<file path="src/rtl/gerador_coordenadas_fonte_if.sv">
// gerador_coordenadas_fonte_if: request and sample-stream signals of the source-coordinate generator
interface gerador_coordenadas_fonte_if #(
    parameter int LARGURA_COORD = 10
);
    logic [3:0]               entrada_algoritmo;
    logic [1:0]               entrada_zoom;
    logic [LARGURA_COORD-1:0] x_destino;
    logic [LARGURA_COORD-1:0] y_destino;
    logic                     entrada_valida;
    logic                     entrada_pronta;
    logic [LARGURA_COORD-1:0] x_fonte;
    logic [LARGURA_COORD-1:0] y_fonte;
    logic [3:0]               indice_amostra;
    logic                     ultima_amostra;
    logic                     saida_valida;
    logic                     saida_pronta;
    logic                     erro_config;

    modport master (
        output entrada_algoritmo, entrada_zoom, x_destino, y_destino, entrada_valida, saida_pronta,
        input  entrada_pronta, x_fonte, y_fonte, indice_amostra, ultima_amostra, saida_valida, erro_config
    );

    modport slave (
        input  entrada_algoritmo, entrada_zoom, x_destino, y_destino, entrada_valida, saida_pronta,
        output entrada_pronta, x_fonte, y_fonte, indice_amostra, ultima_amostra, saida_valida, erro_config
    );
endinterface

</file>
<file path="src/rtl/gerador_coordenadas_fonte.sv">
// gerador_coordenadas_fonte: serialises the source coordinates a zoom algorithm needs,
// one clamped (x,y) pair per valid/ready beat, with sample index and last flag.
module gerador_coordenadas_fonte #(
    parameter int LARGURA_COORD = 10,
    parameter int LARGURA_IMG   = 320,
    parameter int ALTURA_IMG    = 240
) (
    input logic clk,
    input logic reset_n,
    gerador_coordenadas_fonte_if.slave bus
);
    localparam int LE = LARGURA_COORD + 3;
    localparam logic [LE-1:0] X_MAX = LE'(LARGURA_IMG - 1);
    localparam logic [LE-1:0] Y_MAX = LE'(ALTURA_IMG - 1);

    typedef enum logic [1:0] {OCIOSO, EMITINDO, ERRO} estado_t;

    estado_t                  estado, proximo;
    logic [3:0]               alg;
    logic [1:0]               k;
    logic [LARGURA_COORD-1:0] xd, yd;
    logic [3:0]               idx, idx_ultimo;
    logic [1:0]               off_x, off_y;
    logic [LE-1:0]            x_calc, y_calc;
    logic                     aceita, transfere, ultima;

    // Extra 3 bits keep the <<2 of zoom-out and the block offset from overflowing before clamping
    function automatic logic [LE-1:0] mapeia(input logic [3:0] a, input logic [1:0] z,
                                             input logic [LARGURA_COORD-1:0] d, input logic [1:0] off);
        logic [LE-1:0] e;
        e = LE'(d);
        return a == 4'b0001 ? (e + LE'(z == 2'd1 ? 2'd1 : z == 2'd2 ? 2'd2 : 2'd0)) >> z
             : a == 4'b0010 ? e >> z
             : a == 4'b0100 ? e << z
             : a == 4'b1000 ? (e << z) + LE'(off)
             : e;
    endfunction

    always_comb begin
        idx_ultimo = alg == 4'b1000 ? (k == 2'd2 ? 4'd15 : k == 2'd1 ? 4'd3 : 4'd0) : 4'd0;
        off_x      = k == 2'd2 ? idx[1:0] : k == 2'd1 ? {1'b0, idx[0]} : 2'd0;
        off_y      = k == 2'd2 ? idx[3:2] : k == 2'd1 ? {1'b0, idx[1]} : 2'd0;
        x_calc     = mapeia(alg, k, xd, off_x);
        y_calc     = mapeia(alg, k, yd, off_y);
    end

    assign ultima             = idx == idx_ultimo;
    assign aceita             = bus.entrada_valida && bus.entrada_pronta;
    assign transfere          = bus.saida_valida && bus.saida_pronta;
    assign bus.entrada_pronta = reset_n && estado == OCIOSO;
    assign bus.saida_valida   = estado == EMITINDO;
    assign bus.erro_config    = estado == ERRO;
    assign bus.x_fonte        = bus.saida_valida ? LARGURA_COORD'(x_calc > X_MAX ? X_MAX : x_calc) : '0;
    assign bus.y_fonte        = bus.saida_valida ? LARGURA_COORD'(y_calc > Y_MAX ? Y_MAX : y_calc) : '0;
    assign bus.indice_amostra = bus.saida_valida ? idx : 4'd0;
    assign bus.ultima_amostra = bus.saida_valida && ultima;

    always_comb begin
        proximo = estado;
        case (estado)
            OCIOSO:   proximo = aceita ? (bus.entrada_zoom == 2'b11 ? ERRO : EMITINDO) : OCIOSO;
            EMITINDO: proximo = transfere && ultima ? OCIOSO : EMITINDO;
            ERRO:     proximo = OCIOSO;
            default:  proximo = OCIOSO;
        endcase
    end

    always_ff @(posedge clk or negedge reset_n) begin
        if (!reset_n) begin
            estado <= OCIOSO;
            alg    <= '0;
            k      <= '0;
            xd     <= '0;
            yd     <= '0;
            idx    <= '0;
        end else begin
            estado <= proximo;
            if (aceita) begin
                alg <= bus.entrada_algoritmo;
                k   <= bus.entrada_zoom;
                xd  <= bus.x_destino;
                yd  <= bus.y_destino;
                idx <= 4'd0;
            end else if (transfere) begin
                idx <= ultima ? 4'd0 : idx + 4'd1;
            end
        end
    end
endmodule

</file>
<file path="src/flat_wrapper.sv">
// flat-port wrapper written by rule: the top's interface ports become plain ports
module gerador_coordenadas_fonte_flat 
#(
    parameter int LARGURA_COORD = 10,
    parameter int LARGURA_IMG   = 320,
    parameter int ALTURA_IMG    = 240
)
  (clk, reset_n, bus_entrada_algoritmo, bus_entrada_zoom, bus_x_destino, bus_y_destino, bus_entrada_valida, bus_saida_pronta, bus_entrada_pronta, bus_x_fonte, bus_y_fonte, bus_indice_amostra, bus_ultima_amostra, bus_saida_valida, bus_erro_config);
  gerador_coordenadas_fonte_if #(.LARGURA_COORD(LARGURA_COORD)) bus_i ();
  input logic clk;
  input logic reset_n;
  input wire logic [$bits(bus_i.entrada_algoritmo)-1:0] bus_entrada_algoritmo;
  input wire logic [$bits(bus_i.entrada_zoom)-1:0] bus_entrada_zoom;
  input wire logic [$bits(bus_i.x_destino)-1:0] bus_x_destino;
  input wire logic [$bits(bus_i.y_destino)-1:0] bus_y_destino;
  input wire logic [$bits(bus_i.entrada_valida)-1:0] bus_entrada_valida;
  input wire logic [$bits(bus_i.saida_pronta)-1:0] bus_saida_pronta;
  output wire logic [$bits(bus_i.entrada_pronta)-1:0] bus_entrada_pronta;
  output wire logic [$bits(bus_i.x_fonte)-1:0] bus_x_fonte;
  output wire logic [$bits(bus_i.y_fonte)-1:0] bus_y_fonte;
  output wire logic [$bits(bus_i.indice_amostra)-1:0] bus_indice_amostra;
  output wire logic [$bits(bus_i.ultima_amostra)-1:0] bus_ultima_amostra;
  output wire logic [$bits(bus_i.saida_valida)-1:0] bus_saida_valida;
  output wire logic [$bits(bus_i.erro_config)-1:0] bus_erro_config;
  assign bus_i.entrada_algoritmo = bus_entrada_algoritmo;
  assign bus_i.entrada_zoom = bus_entrada_zoom;
  assign bus_i.x_destino = bus_x_destino;
  assign bus_i.y_destino = bus_y_destino;
  assign bus_i.entrada_valida = bus_entrada_valida;
  assign bus_i.saida_pronta = bus_saida_pronta;
  assign bus_entrada_pronta = bus_i.entrada_pronta;
  assign bus_x_fonte = bus_i.x_fonte;
  assign bus_y_fonte = bus_i.y_fonte;
  assign bus_indice_amostra = bus_i.indice_amostra;
  assign bus_ultima_amostra = bus_i.ultima_amostra;
  assign bus_saida_valida = bus_i.saida_valida;
  assign bus_erro_config = bus_i.erro_config;
  gerador_coordenadas_fonte #(.LARGURA_COORD(LARGURA_COORD), .LARGURA_IMG(LARGURA_IMG), .ALTURA_IMG(ALTURA_IMG)) u_core (.clk(clk), .reset_n(reset_n), .bus(bus_i));
endmodule
</file>
<file path="config.mk">
export PLATFORM = sky130hd
export DESIGN_NAME = gerador_coordenadas_fonte_flat
export DESIGN_NICKNAME = d
export VERILOG_FILES = /design/src/rtl/gerador_coordenadas_fonte_if.sv /design/src/rtl/gerador_coordenadas_fonte.sv /design/src/flat_wrapper.sv
export SDC_FILE = /design/constraint.sdc
export NUM_CORES = 1
export LEC_CHECK = 0
export CORE_AREA = 5 5 107 99
export CTS_CLUSTER_DIAMETER = 100
export DETAILED_ROUTE_END_ITERATION = 8
export DIE_AREA = 0 0 112 104
export PLACE_DENSITY = 0.78
export SYNTH_ARGS = -nofsm -noshare
export SYNTH_HDL_FRONTEND = slang
export SYNTH_SLANG_ARGS = --single-unit
</file>
<file path="constraint.sdc">
create_clock -name clk -period 6.2 [get_ports clk]
set_input_delay 1.86 -clock clk [delete_from_list [all_inputs] [get_ports clk]]
set_output_delay 1.86 -clock clk [all_outputs]
set_load 0.01 [all_outputs]
</file>
Yosys cells after proc, flatten, opt, wreduce, memory -nomap -nowiden:

Index checks and enable logic that the tools add are counted.

* $add $sub $neg: 5
* $lt $le $gt $ge: 2
* equal/unequal tests: 10
* shifts and indexed selects: 6
* muxes and demuxes: 29
* reductions and logical operators: 7

Operator list (count)
* 13-bit two-way mux: 9
* 10-bit two-way mux: 4
* 10-bit by 13-bit adder with 13-bit output: 2
* 13-bit by 2-bit adder with 13-bit output: 2
* 10-bit by 2-bit left shift with 13-bit output: 2
* 10-bit by 2-bit right shift with 13-bit output: 2
* 13-bit by 2-bit right shift with 13-bit output: 2
* 4-bit two-way mux: 6
* 13-bit by 8-bit > comparator with 1-bit output, second input constant: 1
* 13-bit by 9-bit > comparator with 1-bit output, second input constant: 1
* 2-bit two-way mux: 6
* 2-bit equality test, second input constant: 3
* 1-bit logical AND: 5
* 4-bit by 1-bit adder with 4-bit output, second input constant: 1
* 2-bit by 1-bit equality test with 1-bit output, second input constant: 2
* 4-bit by 1-bit equality test with 1-bit output, second input constant: 1
* 4-bit by 2-bit equality test with 1-bit output, second input constant: 1
* 4-bit by 3-bit equality test with 1-bit output, second input constant: 1
* 4-bit equality test: 1
* 4-bit equality test, second input constant: 1
* 2-bit case mux with 2 select lines: 1
* 1-bit two-way mux: 3
* 2-bit zero test: 1
* 2-bit nonzero test: 1

* flip-flop bits (word level): 32
* input bits: 30
* output and inout bits: 28
* logic and storage cells: 65

Longest topological paths before layout:

* word-level depth: 11
* depth in mapped cells: 18
* mapped depth without buffers: 13

Least setup slack after synthesis:

No wires, ideal clock.

* path type: reg2out
* start: reg u_core.k[0]
* end: out bus_x_fonte[2]
* arrival time: 3.780 ns
* required time: 4.340 ns
* slack: 0.560 ns
* stages on the path, launching flop included: 19
* buffers on the path: 5
* cell sequence: dfrtp_1 buf_4 buf_8 buf_6 buf_6 inv_2 buf_1 ha_1 o21a_1 ha_1 inv_1 fa_1 inv_1 o311a_1 nand4_1 mux2_2 and2_1 o311ai_4 o211ai_1

* cells in the longest elaborated chain, start to end: 11

RTL lines
* start: declaration: line gerador_coordenadas_fonte.sv:20 `logic [1:0] k;`
* start signal: assignment: line gerador_coordenadas_fonte.sv:80 `k <= bus.entrada_zoom;`
* 2-bit by 1-bit equality test with 1-bit output: line gerador_coordenadas_fonte.sv:32, gerador_coordenadas_fonte.sv:41
* 1-bit two-way mux: line gerador_coordenadas_fonte.sv:41 `off_x = k == 2'd2 ? idx[1:0] : k == 2'd1 ? {1'b0, idx[0]} : 2'd0;`
* 2-bit two-way mux: line gerador_coordenadas_fonte.sv:41
* 13-bit by 2-bit adder with 13-bit output: line gerador_coordenadas_fonte.sv:35 `: a == 4'b1000 ? (e << z) + LE'(off)`
* 13-bit two-way mux: line gerador_coordenadas_fonte.sv:35
* 13-bit two-way mux: line gerador_coordenadas_fonte.sv:34 `: a == 4'b0100 ? e << z`
* 13-bit two-way mux: line gerador_coordenadas_fonte.sv:33 `: a == 4'b0010 ? e >> z`
* 13-bit two-way mux (*): line gerador_coordenadas_fonte.sv:32 `return a == 4'b0001 ? (e + LE'(z == 2'd1 ? 2'd1 : z == 2'd2 ? 2'd2 : 2'd0)) >> z`
* 13-bit by 9-bit > comparator with 1-bit output: line gerador_coordenadas_fonte.sv:53 `assign bus.x_fonte = bus.saida_valida ? LARGURA_COORD'(x_calc > X_MAX ? X_MAX : x_calc) : '0;`
* 10-bit two-way mux (*) (2 in a row): line gerador_coordenadas_fonte.sv:53
* end: declaration: line flat_wrapper.sv:19 `output wire logic [$bits(bus_i.x_fonte)-1:0] bus_x_fonte;`

Mark *: on every way between the ends. The rest lies on a longest branch, timed or not.

Worst setup path in the final report:

* start: reg u_core.k[1]
* end: out bus_x_fonte[3]

The elaborated chain is that of the path after synthesis.

==> metrics.md <==
| Metric | Value |
|---|---|
| Outcome | `finished, final reports clean` |
| Root Buffer | `clkbuf_8` |
| Dpl ws | `0.436 ns` |
| Post-synthesis sequential area ratio | `14.8%` |
| Power per Cell Area | `381 nW/um2` |
| Simple-gate share of the synthesized area | `22.4%` |
| Max-cap violation count | `0` |
| CTS sink count | `32` |
| CTS Hold Bufs | `0` |
| Max-slew violations | `0` |
| Final wirelength | `between 15000 and 20000 um` |
| Yosys Warn Count | `0` |
| Num CTS Buffers | `5` |
| Max Root-Sink Buffers | `2` |
| DR iter-0 viols | `587` |
| Max Clock Freq | `~0.17 GHz` |
| VDD IR-drop max | `0.225 mV` |
| Initial Util | `approximately 57%` |
| Skew-Pair Late Insertion Delay | `0.30 ns` |
| I/O pin count | `58` |
| Register bit total from synthesis | `32` |
| DR WL/cell | `22.3 um` |
| Hold path cells | `2` |
| Worst-path clk slew | `~0.080 ns` |
| WS Path Type | `flop to output port` |
| CP startpoint kind | `flop` |
| Slew Limit Headroom | `43.8%` |
| Antenna Cells | `0` |
| Final setup vio count | `0` |
| DR pass1 iterations | `6` |
| Post-synthesis xor/xnor area fraction | `under 10%` |
| CP Cell Sequence | `inv_1 -> ha_1 -> ha_1 -> fa_1 -> buf_4 -> mux2_2 -> o2111ai_1 -> o311ai_1 -> nor4b_1 -> o22ai_2 -> o211ai_2 -> o211ai_1 -> clkdlybuf4s50_1` |
| Crit-path most repeated cell | `ha_1` |
| All-layer global routing usage | `30.5%` |
| Skew final | `0.0115 ns` |
| RSZ-0062 raised after global routing | `no` |
| Adder-cell share of the synthesized area | `4.26%` |
| Overall Power | `approximately 2.3 mW` |
| H-tree levels | `2` |
| Worst r2r src | `u_core.alg[3]` |
| Reg2Reg Depth | `7` |
| Post-route setup TNS | `0 ns` |
| FF-to-FF End | `u_core.idx[2]` |
| Compound-gate portion of the synthesized area | `a little under a third` |
| Num rows | `34` |
| Via count | `roughly 5900` |
| Slowest CP cell | `clkdlybuf4s50_1` |
| Async S/R FF share, synth | `100%` |
| Lkg Pwr | `2.25 nW` |
| Average size of a mapped cell | `7.89 um2` |
| Hold Path End | `u_core.idx[3]` |
| Synth Flop Type | `dfrtp_1` |
| Setup crit end kind | `output port` |
| Count of cell types in the netlist | `88` |
| Largest family of logic cells by synthesized area | `compound AO/OA/AOI/OAI gates` |
| Final Wtd Congestion | `roughly 0.98` |
| Die height | `104 um` |
| Vias per std cell | `7.10` |
| Initial antenna violation count | `0` |
| Final Hold Viols | `0` |
| Antenna-violating nets left | `0` |
| Dpl hpwl | `12800 um` |
| Global-route wire length before repair | `29200 um` |
| Port Buf Inserts | `54` |
| CP required | `4.34 ns` |
| Final nets | `745` |
| Mux cell area share after synthesis | `18.5%` |
| Hold_sp | `u_core.idx[3]` |
| CP top delay family | `adder cells` |
| Finished Core Util | `64.4%` |
| Share of layout cells above drive strength 1 | `15.0%` |
| Reg2reg setup slack | `3.44 ns` |
| Die Area | `approximately 12000 um2` |
| Drt drc | `0` |
| TritonCTS clock tree | `done` |
| Minimum clock period | `6.01 ns` |
| Post-synth EDFFs | `0` |
| Die width | `112 um` |
| Min-Delay Path Class | `flop to flop` |
| P&R area growth vs syn | `12.1%` |
| Core Box Area | `about 9400 um2` |
| Crit path DAT | `4.15 ns` |
| Cells after Synth | `685` |
| Crit-path max FO | `20` |
| Placed Area | `approximately 5900 um2` |
| Slew @ Worst Pin | `0.842 ns` |
| Final Cycle Share | `97.0%` |
| Setup ws final | `0.186 ns` |
| Largest net degree at the start of global routing | `70` |
| Worst path bufs/invs | `3` |
| GR Overflow Total | `0` |
| Vias in the first global route | `5474` |
| Max incr delay on CP | `0.61 ns` |
| Post-synthesis cell area | `5400 um2` |
| Cell area after layout | `6050 um2` |
cells by family after synthesis:
logic type | count (synthesis)
AOI/OAI and AO/OA | 230
and+or+nand+nor | 228
buffers and inverters | 90
muxes | 76
DFF | 32
adders and majority gates | 16
xor gates and xnor gates | 12
other | 1
layout by cell type, fill, tap and decap left out, types with 11 or more instances in the layout:
cell,Yosys,layout
and2_1,20,20
buf_4,7,23
nor2_1,43,43
mux2_2,33,33
ha_1,12,11
a31oi_1,21,20
nor3_1,17,17
dfrtp_1,32,30
nand3_1,26,26
mux2i_1,26,26
mux4_2,13,13
nand2_1,64,64
clkdlybuf4s50_1,0,53
a21oi_1,48,48
inv_1,15,15
a211oi_1,15,15
o21ai_0,40,40
per-stage QoR:
| step | hold WS, ns | std cells |
|---|---|---|
| 3_3_place_gp | 0.596 | 814 |
| 6_report | 0.629 | 826 |
| 3_5_place_dp | 0.614 | 814 |
| 5_1_grt | 0.671 | 826 |
| 4_1_cts | 0.626 | 822 |
| 2_1_floorplan | 0.566 | 687 |
worst reg2reg max path: stages (launching register included):
cell and delay (ns):
dfrtp_1 0.74, nor4b_4 0.68, buf_4 0.35, nand4_1 0.12
a21oi_1 0.38, nor2_1 0.08, o21ai_0 0.19, a21oi_1 0.09
cell usage after synthesis (all sizes together), types with 4 or more instances:
master   n  area share, %
nand2   65            4.6
a21oi   49            4.6
nor2    43            3.0
o21ai   43            4.0
clkbuf  41            2.8
mux2    35            7.3
buf     33            3.9
dfrtp   32             15
mux2i   26            4.8
nand3   26            2.4
a31oi   21            2.4
and2    20            2.3
a211oi  17            2.7
nor3    17            1.6
inv     16            1.1
mux4    15            6.4
ha      12            2.8
o211ai  10            1.5
o31ai    9            1.3
xnor2    9            1.5
nand4    8           0.93
a21o     7           0.97
and3     7           0.81
a221oi   6           0.97
nor4b    6            1.6
o32ai    6            1.3
a221o    5           0.93
nand2b   5           0.58
nor2b    5           0.58
and4     4           0.65
fa       4            1.5
nor4     4           0.58
o21a     4           0.56
o22ai    4           0.58
o311ai   4           0.97
o31a     4           0.65
or3      4           0.56
metal layers:
metal	up-vias	share of wire [%]	wire length [um]	GRT usage, %
met5	-	0	0	0
li1	2662	-	-	-
met1	2751	41	7580	41.5
met4	0	3.7	690	12.6
met2	394	46	8570	49.0
met3	60	8.7	1620	3.90
layout make-up:
| class | instances | area (um2) |
|---|---|---|
| clock buffer | 6 | 72.6 |
| clock inverter | 2 | 12.5 |
| fill | 817 | 3350 |
| sequential | 32 | 808 |
| timing repair buffer | 79 | 739 |
| multi-input combinational | 565 | 4200 |
| inverter | 16 | 60.1 |
| tap | 126 | 158 |
flip-flops by register name (all words and copies together) (netlist names):
register       flops
u_core.yd         10
u_core.idx         4
u_core.alg         4
u_core.k           2
u_core.estado      2
u_core.xd         10
worst max-delay path by stage:
stage	from	end	slack, ns	cells after the start
3_3_place_gp	u_core.k[0]	bus_x_fonte[4]	0.53	14
3_5_place_dp	u_core.k[0]	bus_x_fonte[3]	0.44	14
6_report	u_core.k[1]	bus_x_fonte[3]	0.19	13
2_1_floorplan	u_core.k[0]	bus_x_fonte[2]	0.56	18
5_1_grt	u_core.k[1]	bus_x_fonte[4]	0.01	13
4_1_cts	u_core.k[0]	bus_x_fonte[4]	0.11	14
power breakdown:
| part | switching, mW | internal, mW | leakage (nW) | total [mW] |
|---|---|---|---|---|
| clock | 0.0946 | 0.0787 | 0.0412 | 0.173 |
| sequential | 0.234 | 0.261 | 0.388 | 0.495 |
| combinational | 0.905 | 0.731 | 1.82 | 1.64 |
| total | 1.23 | 1.07 | 2.25 | 2.30 |
what timing repair did:
action,CTS,global route
gates resized for setup,0,4
setup buffers,0,4
endpoints found under the hold margin,0,0
endpoints found under the setup margin,0,9
(Power assumes the default switching activity.)
